**src/rtl/up_down_counter_mod_if.sv**
```systemverilog
`default_nettype none
// ============================================================================
//  Module      : up_down_counter_mod_if
//  Description : Control/status bundle for the up_down_counter_mod counter.
//  Revision    : 1.0 - initial release
// ============================================================================
interface up_down_counter_mod_if #(
    parameter int WIDTH = 4
);
    logic             en;
    logic             up_down;
    logic             sync_clr;
    logic             load;
    logic [WIDTH-1:0] load_value;
    logic [WIDTH-1:0] count;
    logic             at_max;
    logic             at_zero;
    logic             overflow;
    logic             underflow;

    modport master (
        output en, up_down, sync_clr, load, load_value,
        input  count, at_max, at_zero, overflow, underflow
    );

    modport slave (
        input  en, up_down, sync_clr, load, load_value,
        output count, at_max, at_zero, overflow, underflow
    );
endinterface
`default_nettype wire

```
**src/rtl/up_down_counter_mod.sv**
```systemverilog
`default_nettype none
// ============================================================================
//  Module      : up_down_counter_mod
//  Description : Modulo/saturating up/down counter with clear, load and
//                registered overflow/underflow pulses.
//  Revision    : 1.0 - initial release
// ============================================================================
module up_down_counter_mod #(
    parameter int          WIDTH     = 4,
    parameter int unsigned MAX_VALUE = (32'd1 << WIDTH) - 32'd1,
    parameter bit          SATURATE  = 1'b0
) (
    input  wire logic              clk,
    input  wire logic              reset,
    up_down_counter_mod_if.slave   bus
);

    localparam logic [WIDTH-1:0] c_max  = WIDTH'(MAX_VALUE);
    localparam logic [WIDTH-1:0] c_one  = WIDTH'(1);
    localparam logic [WIDTH-1:0] c_zero = '0;

    generate
        if (WIDTH < 1 || WIDTH > 32) begin : g_bad_width
            $error("up_down_counter_mod: WIDTH out of range 1..32");
        end
        if (MAX_VALUE < 1 || (WIDTH < 32 && MAX_VALUE > ((32'd1 << WIDTH) - 32'd1))) begin : g_bad_max
            $error("up_down_counter_mod: MAX_VALUE out of range");
        end
    endgenerate

    logic [WIDTH-1:0] r_count;
    logic             r_overflow;
    logic             r_underflow;
    logic [WIDTH-1:0] w_load_clamped;
    logic             w_at_max;
    logic             w_at_zero;

    assign w_load_clamped = (bus.load_value > c_max) ? c_max : bus.load_value;
    assign w_at_max       = (r_count == c_max);
    assign w_at_zero      = (r_count == c_zero);

    // Bound checks compare against c_max/zero before stepping, so the
    // binary rollover of WIDTH bits is never relied upon.
    always_ff @(posedge clk or negedge reset) begin
        if (!reset) begin
            r_count     <= c_zero;
            r_overflow  <= 1'b0;
            r_underflow <= 1'b0;
        end else begin
            r_overflow  <= 1'b0;
            r_underflow <= 1'b0;
            if (bus.sync_clr) begin
                r_count <= c_zero;
            end else if (bus.load) begin
                r_count <= w_load_clamped;
            end else if (bus.en) begin
                if (bus.up_down) begin
                    if (w_at_max) begin
                        r_overflow <= 1'b1;
                        if (!SATURATE) begin
                            r_count <= c_zero;
                        end
                    end else begin
                        r_count <= r_count + c_one;
                    end
                end else begin
                    if (w_at_zero) begin
                        r_underflow <= 1'b1;
                        if (!SATURATE) begin
                            r_count <= c_max;
                        end
                    end else begin
                        r_count <= r_count - c_one;
                    end
                end
            end
        end
    end

    assign bus.count     = r_count;
    assign bus.at_max    = w_at_max;
    assign bus.at_zero   = w_at_zero;
    assign bus.overflow  = r_overflow;
    assign bus.underflow = r_underflow;

endmodule
`default_nettype wire

```
**src/flat_wrapper.sv**
```systemverilog
// flat-port wrapper written by rule: the top's interface ports become plain ports
module up_down_counter_mod_flat 
#(
    parameter int          WIDTH     = 4,
    parameter int unsigned MAX_VALUE = (32'd1 << WIDTH) - 32'd1,
    parameter bit          SATURATE  = 1'b0
)
  (clk, reset, bus_en, bus_up_down, bus_sync_clr, bus_load, bus_load_value, bus_count, bus_at_max, bus_at_zero, bus_overflow, bus_underflow);
  up_down_counter_mod_if #(.WIDTH(WIDTH)) bus_i ();
  input  wire logic clk;
  input  wire logic reset;
  input wire logic [$bits(bus_i.en)-1:0] bus_en;
  input wire logic [$bits(bus_i.up_down)-1:0] bus_up_down;
  input wire logic [$bits(bus_i.sync_clr)-1:0] bus_sync_clr;
  input wire logic [$bits(bus_i.load)-1:0] bus_load;
  input wire logic [$bits(bus_i.load_value)-1:0] bus_load_value;
  output wire logic [$bits(bus_i.count)-1:0] bus_count;
  output wire logic [$bits(bus_i.at_max)-1:0] bus_at_max;
  output wire logic [$bits(bus_i.at_zero)-1:0] bus_at_zero;
  output wire logic [$bits(bus_i.overflow)-1:0] bus_overflow;
  output wire logic [$bits(bus_i.underflow)-1:0] bus_underflow;
  assign bus_i.en = bus_en;
  assign bus_i.up_down = bus_up_down;
  assign bus_i.sync_clr = bus_sync_clr;
  assign bus_i.load = bus_load;
  assign bus_i.load_value = bus_load_value;
  assign bus_count = bus_i.count;
  assign bus_at_max = bus_i.at_max;
  assign bus_at_zero = bus_i.at_zero;
  assign bus_overflow = bus_i.overflow;
  assign bus_underflow = bus_i.underflow;
  up_down_counter_mod #(.WIDTH(WIDTH), .MAX_VALUE(MAX_VALUE), .SATURATE(SATURATE)) u_core (.clk(clk), .reset(reset), .bus(bus_i));
endmodule
```
**config.mk**
```make
export PLATFORM = sky130hd
export DESIGN_NAME = up_down_counter_mod_flat
export DESIGN_NICKNAME = d
export VERILOG_FILES = /design/src/rtl/up_down_counter_mod_if.sv /design/src/rtl/up_down_counter_mod.sv /design/src/flat_wrapper.sv
export SDC_FILE = /design/constraint.sdc
export NUM_CORES = 1
export LEC_CHECK = 0
export CAP_MARGIN = 20
export CORE_AREA = 2 2 39 41
export DETAILED_ROUTE_END_ITERATION = 10
export DIE_AREA = 0 0 41 43
export HOLD_SLACK_MARGIN = 0.06
export SLEW_MARGIN = 20
export SYNTH_ARGS = -nofsm -noshare
export SYNTH_HDL_FRONTEND = slang
export SYNTH_SLANG_ARGS = --single-unit
```
**constraint.sdc**
```tcl
create_clock -name clk -period 1.72 [get_ports clk]
set_clock_uncertainty 0.05 [all_clocks]
set_input_delay 0.172 -clock clk [delete_from_list [all_inputs] [get_ports clk]]
set_output_delay 0.172 -clock clk [all_outputs]
set_load 0.03 [all_outputs]
```
==> results.yml, run 1 <==
outcome:
  run_status: "complete, no violations"
layout:
  area_delta_synth_final_pct: 45.7
  design_area_sq_um: 654
  layout_common_cells: "clkdlybuf4s50_1 (14), inv_1 (5), buf_4 (5), dfrtp_1 (5)"
  layout_commonest_cell: "clkdlybuf4s50_1"
  antenna_cells: 0
  layout.nets: 85
  drive_gt1_share_pct: 15.3
clocking:
  path_clk_slew_ns: 0.05
  numClockSinks: 6
  postCtsHoldBufs: 0
  cts_tree: "yes"
  h-tree-depth: 1
  post-cts-setup-buffers: 0
  root_buffer: "clkbuf_4"
  cts_made_buffers: 3
  ctsResizeCount: 0
  clock_latency_ns: 0.25
  cts_max_path_buffers: 2
floorplanning:
  initial_core_util_pct: 32.5
  core_sq_um: 1380
  die_h_um: 43
  fp-row-count: 14
  die_area_sq_um: 1760
  ios: 18
  die_w_um: 41
sta:
  slew_headroom_pct: 78.2
  worst_pin_slew_ns: 0.326
  slew_viol_final: 0
  hold_violations: 0
  timing.final.crit_share_pct: 95.9
  fin_crit_ns: 1.65
  rsz0062_at_grt: "no"
  setup_violations: 0
  fmax_mhz: 606
  finalSetupTns_ns: 0
critical_path:
  path_cells: "clkdlybuf4s50_1"
  worst-path-stages: 1
  cp-start-kind: "flip-flop"
  end_kind: "primary output"
  worstPathArrival_ns: 1.43
  worst_r2r_path_depth: 6
  crit_buf_inv: 1
  required_ns: 1.50
  cp_top_family: "buffers and inverters"
  path_max_fanout: 7
  slowest_stage: "clkdlybuf4s50_1"
  slowest_delay_ns: 0.71
  crit_type: "flip-flop to primary output"
drt:
  via_per_inst: 5.09
  dr_total_vias: 448
  ant_nets: 0
  remaining_drc_errors: 0
  drt_first_pass_iters: 3
  totalWireLength_um: 999
  wl_per_cell_um: 11.4
  drt_iter0_drc: 11
power:
  irDropWorstVdd_mv: 0.391
  pwr_density_cell_nw_per_um2: 689
  p_leak_uw: 0.000295
synth:
  synth_top_area_share_pct: 33.4
  syn-num-nets: 63
  yosys_warnings: 0
  synthTopCellsByArea: "dfrtp_1 (33%), clkbuf_8 (6.1%), ha_1 (5.6%), a21oi_1 (4.5%), mux2i_1 (4.5%)"
  synth_cell_types: 28
  synth.largest_area_cell: "dfrtp_1"
  yosysSeqAreaShare_pct: 33.4
  yosys_register_bits: 6
  netlist_area_sq_um: 449
  syn_inst: 51
  postSynthAreaPerCell_sq_um: 8.81
placed_design:
  dpl-instance-area_sq_um: 626
  portBuffers: 17
  dp_hpwl_um: 783
  place_congestion: 0.785
global_route:
  antenna_found_initial: 0
  grt_max_degree: 11
  grt_first_pass_wirelength_um: 1740
  grt_pass1_vias: 419
  grt_overflow_total: 0
  track_usage_pct: 14.4
flow_run:
  max_cap_viol_count: 0
min_path:
  hp-class: "input port to async pin"
[logic make-up (layout without fill, tap and decap cells)]
kind of cell	after synthesis	in the layout	share of synthesized area, %
flip-flops	6	6	33.4
XOR/XNOR	2	2	3.90
buffers and inverters	9	30	12.3
AND/OR/NAND/NOR	15	15	18.1
multiplexers	2	2	4.46
AO/OA/AOI/OAI	15	15	22.3
adder cells (fa/ha/maj)	2	2	5.57
[final cells by class]
cell class	count	area, sq um
clock buffers	4	26.3
fillers	142	729
inverters	6	22.5
multi-input cells	36	244
flip-flops and latches	6	151
well taps	16	20.0
repair buffers	20	190
[per-stage QoR]
stage | util, % | instances | hold WS, ns | total power, uW | setup WS, ns
floorplan | - | 51 | -0.174 | 253 | 0.0359
global placement | 45.2 | 84 | 0.386 | 312 | 0.135
detailed placement | 45.2 | 84 | 0.380 | 313 | 0.117
CTS | 47.1 | 88 | 0.114 | 457 | 0.0254
global route | 47.3 | 88 | 0.124 | 480 | 0.0134
finish | 47.3 | 88 | 0.107 | 451 | 0.0699
[state kept, by name, indices dropped and copies added (netlist names)]
name and flops:
u_core.bus.count 4, u_core.bus.overflow 1, u_core.bus.underflow 1
[routing by layer]
layer | up-vias | global-route usage [%] | share of wire (%)
li1 | 223 | - | -
met1 | 207 | 16.2 | 42
met2 | 18 | 23.1 | 49
met3 | 0 | 6.81 | 9.6
met4 | 0 | 4.00 | 0
met5 | - | 0 | 0
[worst paths after layout]
kind                       slack [ns]                start                    to
setup / recovery                 0.07  u_core.bus.count[1]          bus_count[1]
hold / removal                   0.11                reset   u_core.bus.count[1]
hold reg to reg                  0.51  u_core.bus.count[2]  u_core.bus.underflow
min in group clk                 0.43    bus_load_value[0]   u_core.bus.count[0]
setup reg to reg                 0.11  u_core.bus.count[1]   u_core.bus.count[3]
max in group asynchronous        1.29                reset   u_core.bus.count[0]
[power breakdown]
group,switching [uW],total [uW],internal (uW)
clock network,53.7,142,88.0
registers,15.8,166,150
logic,72.3,144,71.2
[cell usage after synthesis (all sizes together)]
library cell	instances
dfrtp	6
inv	6
a21oi	4
nor2	4
clkbuf	3
o21ai	3
ha	2
mux2i	2
nor2b	2
nor3	2
xnor2	2
a21boi	1
a221oi	1
a311oi	1
a31oi	1
and3	1
nand2	1
nand2b	1
nand4	1
nor4	1
o211ai	1
o21a	1
o21bai	1
o41a	1
or3	1
or4	1
Note: power is estimated with default switching activity, not from simulation.
==> run 2: changes to the inputs <==
--- a/config.mk
+++ b/config.mk
@@ -7,8 +7,11 @@
 export LEC_CHECK = 0
 export CAP_MARGIN = 20
 export CORE_AREA = 2 2 39 41
+export CTS_CLUSTER_SIZE = 28
 export DETAILED_ROUTE_END_ITERATION = 10
 export DIE_AREA = 0 0 41 43
+export DONT_BUFFER_PORTS = 1
+export GPL_ROUTABILITY_DRIVEN = 0
 export HOLD_SLACK_MARGIN = 0.06
 export SLEW_MARGIN = 20
 export SYNTH_ARGS = -nofsm -noshare
==> results.yml, run 2 (synthesized netlist as in run 1, its figures left out) <==
outcome:
  run_status: "complete, no violations"
drt:
  dr_total_vias: 420
  totalWireLength_um: 1040
  drt_first_pass_iters: 4
  ant_nets: 0
  drt_iter0_drc: 5
  remaining_drc_errors: 0
  via_per_inst: 5.32
  met1_length_um: 471
  wl_per_cell_um: 13.1
  top_layer: "met3"
  met2_length_um: 457
  wl_met3_um: 107
critical_path:
  reg2reg_slack_ns: 0.13
  cp-endpoint: "u_core.bus.count[3]"
  end_kind: "flip-flop"
  cp-start-kind: "flip-flop"
  crit_type: "flip-flop to flip-flop"
  rr_startpoint: "u_core.bus.count[0]"
  worstPathArrival_ns: 1.66
  rr_endpoint: "u_core.bus.count[3]"
  critPathLaunch: "u_core.bus.count[0]"
  path_max_fanout: 8
  required_ns: 1.79
  worst_r2r_path_depth: 6
floorplanning:
  ios: 18
  die_h_um: 43
  die_area_sq_um: 1760
  core_sq_um: 1380
  fp-row-count: 14
  die_w_um: 41
  initial_core_util_pct: 32.5
layout:
  largest_register_ffs: 4
  drive_gt1_share_pct: 17.5
  layout_commonest_cell: "dlygate4sd3_1"
  layout.nets: 76
  antenna_cells: 0
  fill_cells: 155
  area_delta_synth_final_pct: 25.1
  layout_common_cells: "dlygate4sd3_1 (6), inv_1 (5), buf_4 (5), dfrtp_1 (5)"
global_route:
  grt_pass1_vias: 405
  antenna_found_initial: 0
  grt_overflow_total: 0
  track_usage_pct: 14.5
  grt_max_degree: 9
  grt_first_pass_wirelength_um: 1710
power:
  swShare_pct: 32.1
  p_comb_share_pct: 28.9
  pwr_density_cell_nw_per_um2: 770
  p_leak_uw: 0.000251
  p_sw_uw: 139
  seqPwrFrac_pct: 37.6
  pwr-share-clk_pct: 33.5
  total_power_uw: 432
  cell_internal_pwr_uw: 294
  irDropWorstVdd_mv: 0.434
sta:
  timing.final.crit_share_pct: 92.6
  fmax_mhz: 628
  finalSetupTns_ns: 0
  hold_violations: 0
  slew_viol_final: 0
  fin_crit_ns: 1.59
  worst_pin_slew_ns: 0.276
  rsz0062_at_grt: "no"
  slew_headroom_pct: 81.6
  setup_violations: 0
clocking:
  cts_tree: "yes"
  cts_max_path_buffers: 2
  clock_latency_ns: 0.25
  cts_made_buffers: 3
  root_buffer: "clkbuf_4"
  h-tree-depth: 1
  path_clk_slew_ns: 0.05
  numClockSinks: 6
  post-cts-setup-buffers: 0
min_path:
  hp-class: "input port to flip-flop"
placed_design:
  portBuffers: 0
  dp_hpwl_um: 763
flow_run:
  max_cap_viol_count: 0
[run 2: how the worst min path moves through the flow]
stage / depth (start not counted) / startpoint / slack [ns] / to
after floorplan: 0 / reset / -0.17 / u_core.bus.count[0]
after global placement: 0 / reset / -0.17 / u_core.bus.overflow
after detailed placement: 0 / reset / -0.17 / u_core.bus.underflow
after CTS: 2 / bus_load / 0.06 / u_core.bus.count[2]
after global routing: 2 / bus_load / 0.08 / u_core.bus.count[2]
final: 2 / bus_load / 0.07 / u_core.bus.count[2]
[run 2: repair_timing]
item | 4_1_cts | 5_1_grt
hold buffers | 6 | 0
endpoints found under the hold margin | 12 | 0
resized for setup | 0 | 0
[run 2: layout make-up]
type	instances	area (sq um)	area share, %
Sequential cell	6	151	26.9
Clock buffer	4	26.3	4.68
Multi-Input combinational cell	36	244	43.4
Tap cell	16	20.0	3.56
Inverter	6	22.5	4.01
Timing Repair Buffer	11	97.6	17.4
[run 2: through the flow]
stage	utilization [%]	hold WS, ns	area (sq um)	worst slack, ns	cells
2_1_floorplan	-	-0.174	450	0.0359	51
3_3_place_gp	34.4	-0.173	475	0.184	69
3_5_place_dp	34.4	-0.173	475	0.146	69
4_1_cts	40.6	0.0624	562	0.129	79
5_1_grt	40.6	0.0792	562	0.0400	79
6_report	40.6	0.0674	562	0.128	79
[run 2: critical path: stages, from the launching register on]
cell	delay (ns)
dfrtp_2	0.43
inv_1	0.07
ha_1	0.22
o21bai_1	0.16
a21oi_1	0.14
a311oi_1	0.07
o41a_1	0.32
[run 2: power groups by stage]
stage	clock network [uW]	registers [uW]	logic, uW
after global routing	161	163	139
after CTS	147	162	126
final	145	163	125
after floorplan	0	178	75.0
after detailed placement	0	164	109
after global placement	0	164	108
[run 2: per-layer routing]
layer	track usage [%]	up-vias
met5	0	-
met4	2.00	0
met3	9.95	0
met2	19.4	17
met1	19.4	200
li1	-	203
==> run 3: changes to the inputs <==
--- a/config.mk
+++ b/config.mk
@@ -13,6 +13,7 @@
 export DONT_BUFFER_PORTS = 1
 export GPL_ROUTABILITY_DRIVEN = 0
 export HOLD_SLACK_MARGIN = 0.06
+export SETUP_SLACK_MARGIN = 0.4
 export SLEW_MARGIN = 20
 export SYNTH_ARGS = -nofsm -noshare
 export SYNTH_HDL_FRONTEND = slang
==> results.yml, run 3 (synthesized netlist as in run 1, its figures left out) <==
outcome:
  run_status: "complete, no violations"
drt:
  wl_per_cell_um: 14.8
  totalWireLength_um: 1150
  drt_first_pass_iters: 3
  drt_iter0_drc: 4
  dr_total_vias: 422
  remaining_drc_errors: 0
  via_per_inst: 5.41
  ant_nets: 0
layout:
  layout.nets: 75
  largest_register_ffs: 4
  antenna_cells: 0
  fill_cells: 132
  layout_common_cells: "dlygate4sd3_1 (5), buf_4 (5), a21oi_1 (4), dfrtp_2 (4)"
  register_area_sq_um: 155
  multi_input_area_sq_um: 285
  area_delta_synth_final_pct: 32.9
  drive_gt1_share_pct: 35.5
placed_design:
  portBuffers: 0
  pre_cts_ws_ns: 0.283
  dp_hpwl_um: 822
critical_path:
  path_max_fanout: 5
  crit_type: "flip-flop to flip-flop"
  required_ns: 1.80
  worstPathArrival_ns: 1.53
  rr_startpoint: "u_core.bus.count[0]"
  cp-start-kind: "flip-flop"
  critPathLaunch: "u_core.bus.count[0]"
  end_kind: "flip-flop"
floorplanning:
  core_sq_um: 1380
  fp-row-count: 14
  ios: 18
  die_w_um: 41
  initial_core_util_pct: 32.5
  die_area_sq_um: 1760
  die_h_um: 43
global_route:
  grt_overflow_total: 0
  track_usage_pct: 15.9
  grt_first_pass_wirelength_um: 1840
  antenna_found_initial: 0
  grt_pass1_vias: 394
  grt_max_degree: 11
flow_run:
  max_cap_viol_count: 0
clocking:
  clock_latency_ns: 0.25
  cts_max_path_buffers: 2
  root_buffer: "clkbuf_4"
  path_clk_slew_ns: 0.05
  numClockSinks: 6
  h-tree-depth: 1
  cts_made_buffers: 3
  cts_tree: "yes"
sta:
  finalSetupTns_ns: 0
  fin_crit_ns: 1.44
  setup_violations: 0
  worst_pin_slew_ns: 0.290
  setup_ws_ns: 0.276
  hold_violations: 0
  slew_viol_final: 0
  fmax_mhz: 693
  timing.final.crit_share_pct: 83.9
  rsz0062_at_grt: "yes"
  slew_headroom_pct: 80.6
power:
  p_leak_uw: 0.000251
  total_power_uw: 457
  pwr_density_cell_nw_per_um2: 766
  irDropWorstVdd_mv: 0.411
min_path:
  hp-class: "input port to flip-flop"
  min_from: "bus_load"
run 3: cell types whose count changed in the layout (fill, tap and decap cells not counted), moves of 2 or more:
cell     before  now
inv_1         5    3
ha_1          2    0
dfrtp_2       1    4
inv_2         1    3
o21ai_0       3    1
dfrtp_1       5    2
run 3: final timing paths:
path	to	slack (ns)	cells past startpoint
setup reg to reg	u_core.bus.count[3]	0.28	6
min in group asynchronous	u_core.bus.count[3]	0.19	1
setup / recovery	u_core.bus.count[3]	0.28	6
max in group asynchronous	u_core.bus.count[0]	1.19	1
hold reg to reg	u_core.bus.overflow	0.62	2
hold / removal	u_core.bus.overflow	0.07	2
run 3: cell type report:
| cell class | instances | share of cell area [%] |
|---|---|---|
| Clock buffer | 4 | 4.40 |
| Timing Repair Buffer | 10 | 14.7 |
| Tap cell | 16 | 3.35 |
| Sequential cell | 6 | 26.0 |
| Multi-Input combinational cell | 36 | 47.8 |
| Inverter | 6 | 3.77 |
run 3: critical path, stage by stage, from the launching register on:
cell	delay, ns
dfrtp_2	0.41
inv_2	0.06
ha_4	0.17
o21bai_1	0.15
a21oi_1	0.12
a311oi_1	0.07
o41a_1	0.31
run 3: metrics by stage:
| step | util [%] | hold slack (ns) | std cells | instance area (sq um) |
|---|---|---|---|---|
| 4_1_cts | 42.3 | 0.0630 | 77 | 586 |
| 6_report | 43.1 | 0.0663 | 78 | 597 |
| 3_5_place_dp | 35.4 | -0.173 | 68 | 489 |
| 5_1_grt | 43.1 | 0.0684 | 78 | 597 |
| 3_3_place_gp | 35.4 | -0.173 | 68 | 489 |
| 2_1_floorplan | - | -0.174 | 51 | 472 |
run 3: timing repair:
item,in CTS,in global routing
gates resized for setup,4,1
gates cloned,0,0
endpoints found under the hold margin,12,0
buffers inserted,0,1
hold buffers,5,0
endpoints found under the setup margin,6,6
pin swaps,1,3
run 3: report_power, final:
part	switching [uW]	total (uW)	internal, uW
clock	58.0	146	88.3
combinational	79.4	147	67.3
sequential	12.9	164	151
total	150	457	307
run 3: routing by layer:
metal / vias up / wire [um] / global-route usage [%]
li1: 205 / - / -
met1: 197 / 420 / 17.2
met2: 15 / 610 / 24.7
met3: 5 / 91 / 7.33
met4: 0 / 28 / 8.00
met5: - / 0 / 0
==> RTL edit, RTL diff (settings of run 3) <==
`SATURATE` is set to 1'b0 in 2 places; all go to 1'b1.
--- a/src/rtl/up_down_counter_mod.sv
+++ b/src/rtl/up_down_counter_mod.sv
@@ -8,7 +8,7 @@
 module up_down_counter_mod #(
     parameter int          WIDTH     = 4,
     parameter int unsigned MAX_VALUE = (32'd1 << WIDTH) - 32'd1,
-    parameter bit          SATURATE  = 1'b0
+    parameter bit          SATURATE  = 1'b1
 ) (
     input  wire logic              clk,
     input  wire logic              reset,
--- a/src/flat_wrapper.sv
+++ b/src/flat_wrapper.sv
@@ -3,7 +3,7 @@
 #(
     parameter int          WIDTH     = 4,
     parameter int unsigned MAX_VALUE = (32'd1 << WIDTH) - 32'd1,
-    parameter bit          SATURATE  = 1'b0
+    parameter bit          SATURATE  = 1'b1
 )
   (clk, reset, bus_en, bus_up_down, bus_sync_clr, bus_load, bus_load_value, bus_count, bus_at_max, bus_at_zero, bus_overflow, bus_underflow);
   up_down_counter_mod_if #(.WIDTH(WIDTH)) bus_i ();
Function: changed (a bounded check fails within 4 cycles, from zero or initial values and one cycle with reset low).
==> RTL edit against run 3 <==
Maximum frequency fell by 5.0%. Cell count down 6.4%. Wire length fell by 1.7%. Worst setup slack lost 77 ps. Power grew 21%. Design area grew 5.2%. Core utilization rose by 2.3 points. Register-to-register slack got worse by 70 ps. Sequential cell count stayed put. Synthesized area down 9.2%. Count of clock-buffer cells in the layout unchanged. Clock power rose by 5%. Largest power group is now combinational cells. Highest routed layer unchanged.
==> RTL edit: results (changes against run 3) <==
status: "finished, final reports clean"
synth_nets: 55  # -13%
diodes: 0  # unchanged
async_flop_share_pct: 100  # unchanged
grtUsageTotal_pct: 14.7  # -1.2 points
seqPwrFrac_pct: 32.3  # -3.6 points
yosysSeqAreaShare_pct: 36.8  # +3.4 points
viasPerCell: 5.51  # +1.8%
grt_pass1_vias: 386  # -2.0%
power_mw: 0.552  # +21%
p_sw_mw: 0.200  # +33%
synth.distinct_cells: 20  # -29%
grtUsageMet2_pct: 21.9  # -2.8 points
critical_path.max_stage_delay_ps: 430  # +20 ps
fillers: 137  # +3.8%
synthFlopType: "dfrtp_1"
dp_hpwl_um: 851  # +3.6%
insertion_delay_ps: 260
hold_class: "input pin to flop"
p_leak_nw: 0.254  # +1.1%
critPathMaxFanout: 4  # -1
largest_reg_flops: 4  # unchanged
drt_pass1_iterations: 4  # +1
peakVddDrop_mv: 0.430  # +4.5%
wire_per_inst_um: 15.5  # +5.1%
first_iter_violations: 1  # -3
clk_root_buffer_cell: "clkbuf_4"
cts_max_level: 1  # unchanged
synth_commonest_cells: "dfrtp_1 (6), nand2_1 (6), nor2_1 (5)"
fin_nets: 71  # -5.3%
grtUsageMet3_pct: 9.42  # +2.1 points
clk_path_buf_depth: 2  # unchanged
pre_cts_ws_ps: 167  # -116 ps
grt_max_degree: 9  # -2
slew-limit-headroom_pct: 79.3  # -1.3 points
cpMaxStageDelayCell: "dfrtp_2"
antenna_found_initial: 0  # unchanged
synthTopCellsByArea: "dfrtp_1 (37%), ha_1 (6.1%), nand2_1 (5.5%)"
grt_use_met1_pct: 15.9  # -1.2 points
grt_pass1_wl_mm: 1.67  # -9.4%
crit_arrival_ps: 1300  # -230 ps
cts_buffers: 3  # unchanged
p_comb_mw: 0.221  # +50%
port_buffers: 0  # unchanged
drive_above_1_share_pct: 47.4  # +12 points
clkTransAtPathRegs_ps: 60
yosys_warnings: 0  # unchanged
## RTL edit: kinds of logic after synthesis
logic type | share of synthesized area, %
simple gates | 24.8
compound gates | 18.4
flops | 36.8
fa+ha+maj | 11.0
xor+xnor | 4.30
buf+inv | 2.15
mux | 2.45
## RTL edit: per-stage QoR
stage               std cells  hold WS [ps]  area, um2
floorplan                  42          -174        434
global placement           63          -173        494
detailed placement         63          -173        494
CTS                        72          89.1        602
global route               73          87.8        628
finish                     73          77.1        628
## RTL edit: critical path: cells and delay by family (launching register included)
kind | cells | cell delay [ps]
buffers and inverters | 2 | 340
DFF | 1 | 430
and+or+nand+nor | 1 | 260
## RTL edit: final cells by class
cell class / count / share of cell area, %
multi-input combinational: 34 / 49.0
sequential: 6 / 24.7
timing repair buffer: 12 / 18.3
clock buffer: 4 / 4.18
tap: 16 / 3.19
inverter: 1 / 0.598
## RTL edit: path summary, 6_finish.rpt
path | depth (start not counted) | end | start | slack, ps
setup reg to reg | 4 | u_core.bus.count[0] | u_core.bus.count[1] | 210
hold / removal | 3 | u_core.bus.underflow | bus_sync_clr | 80
max in group asynchronous | 1 | u_core.bus.count[0] | reset | 1170
setup / recovery | 3 | bus_at_zero | u_core.bus.count[2] | 200
hold reg to reg | 2 | u_core.bus.count[1] | u_core.bus.count[1] | 560
min in group asynchronous | 1 | u_core.bus.count[3] | reset | 180
## RTL edit: what timing repair did
action / in CTS / in global routing
cloned: 0 / 0
resized for setup: 8 / 3
hold buffers: 4 / 0
setup buffers: 1 / 1
pin swaps: 2 / 5
hold endpoints to repair: 12 / 0
setup endpoints to repair: 8 / 8
## RTL edit: per-layer routing
layer | part of all wire [%] | wire, um
met1 | 36 | 408
met5 | 0 | 0
met2 | 46 | 526
met3 | 15 | 167
met4 | 2.6 | 29
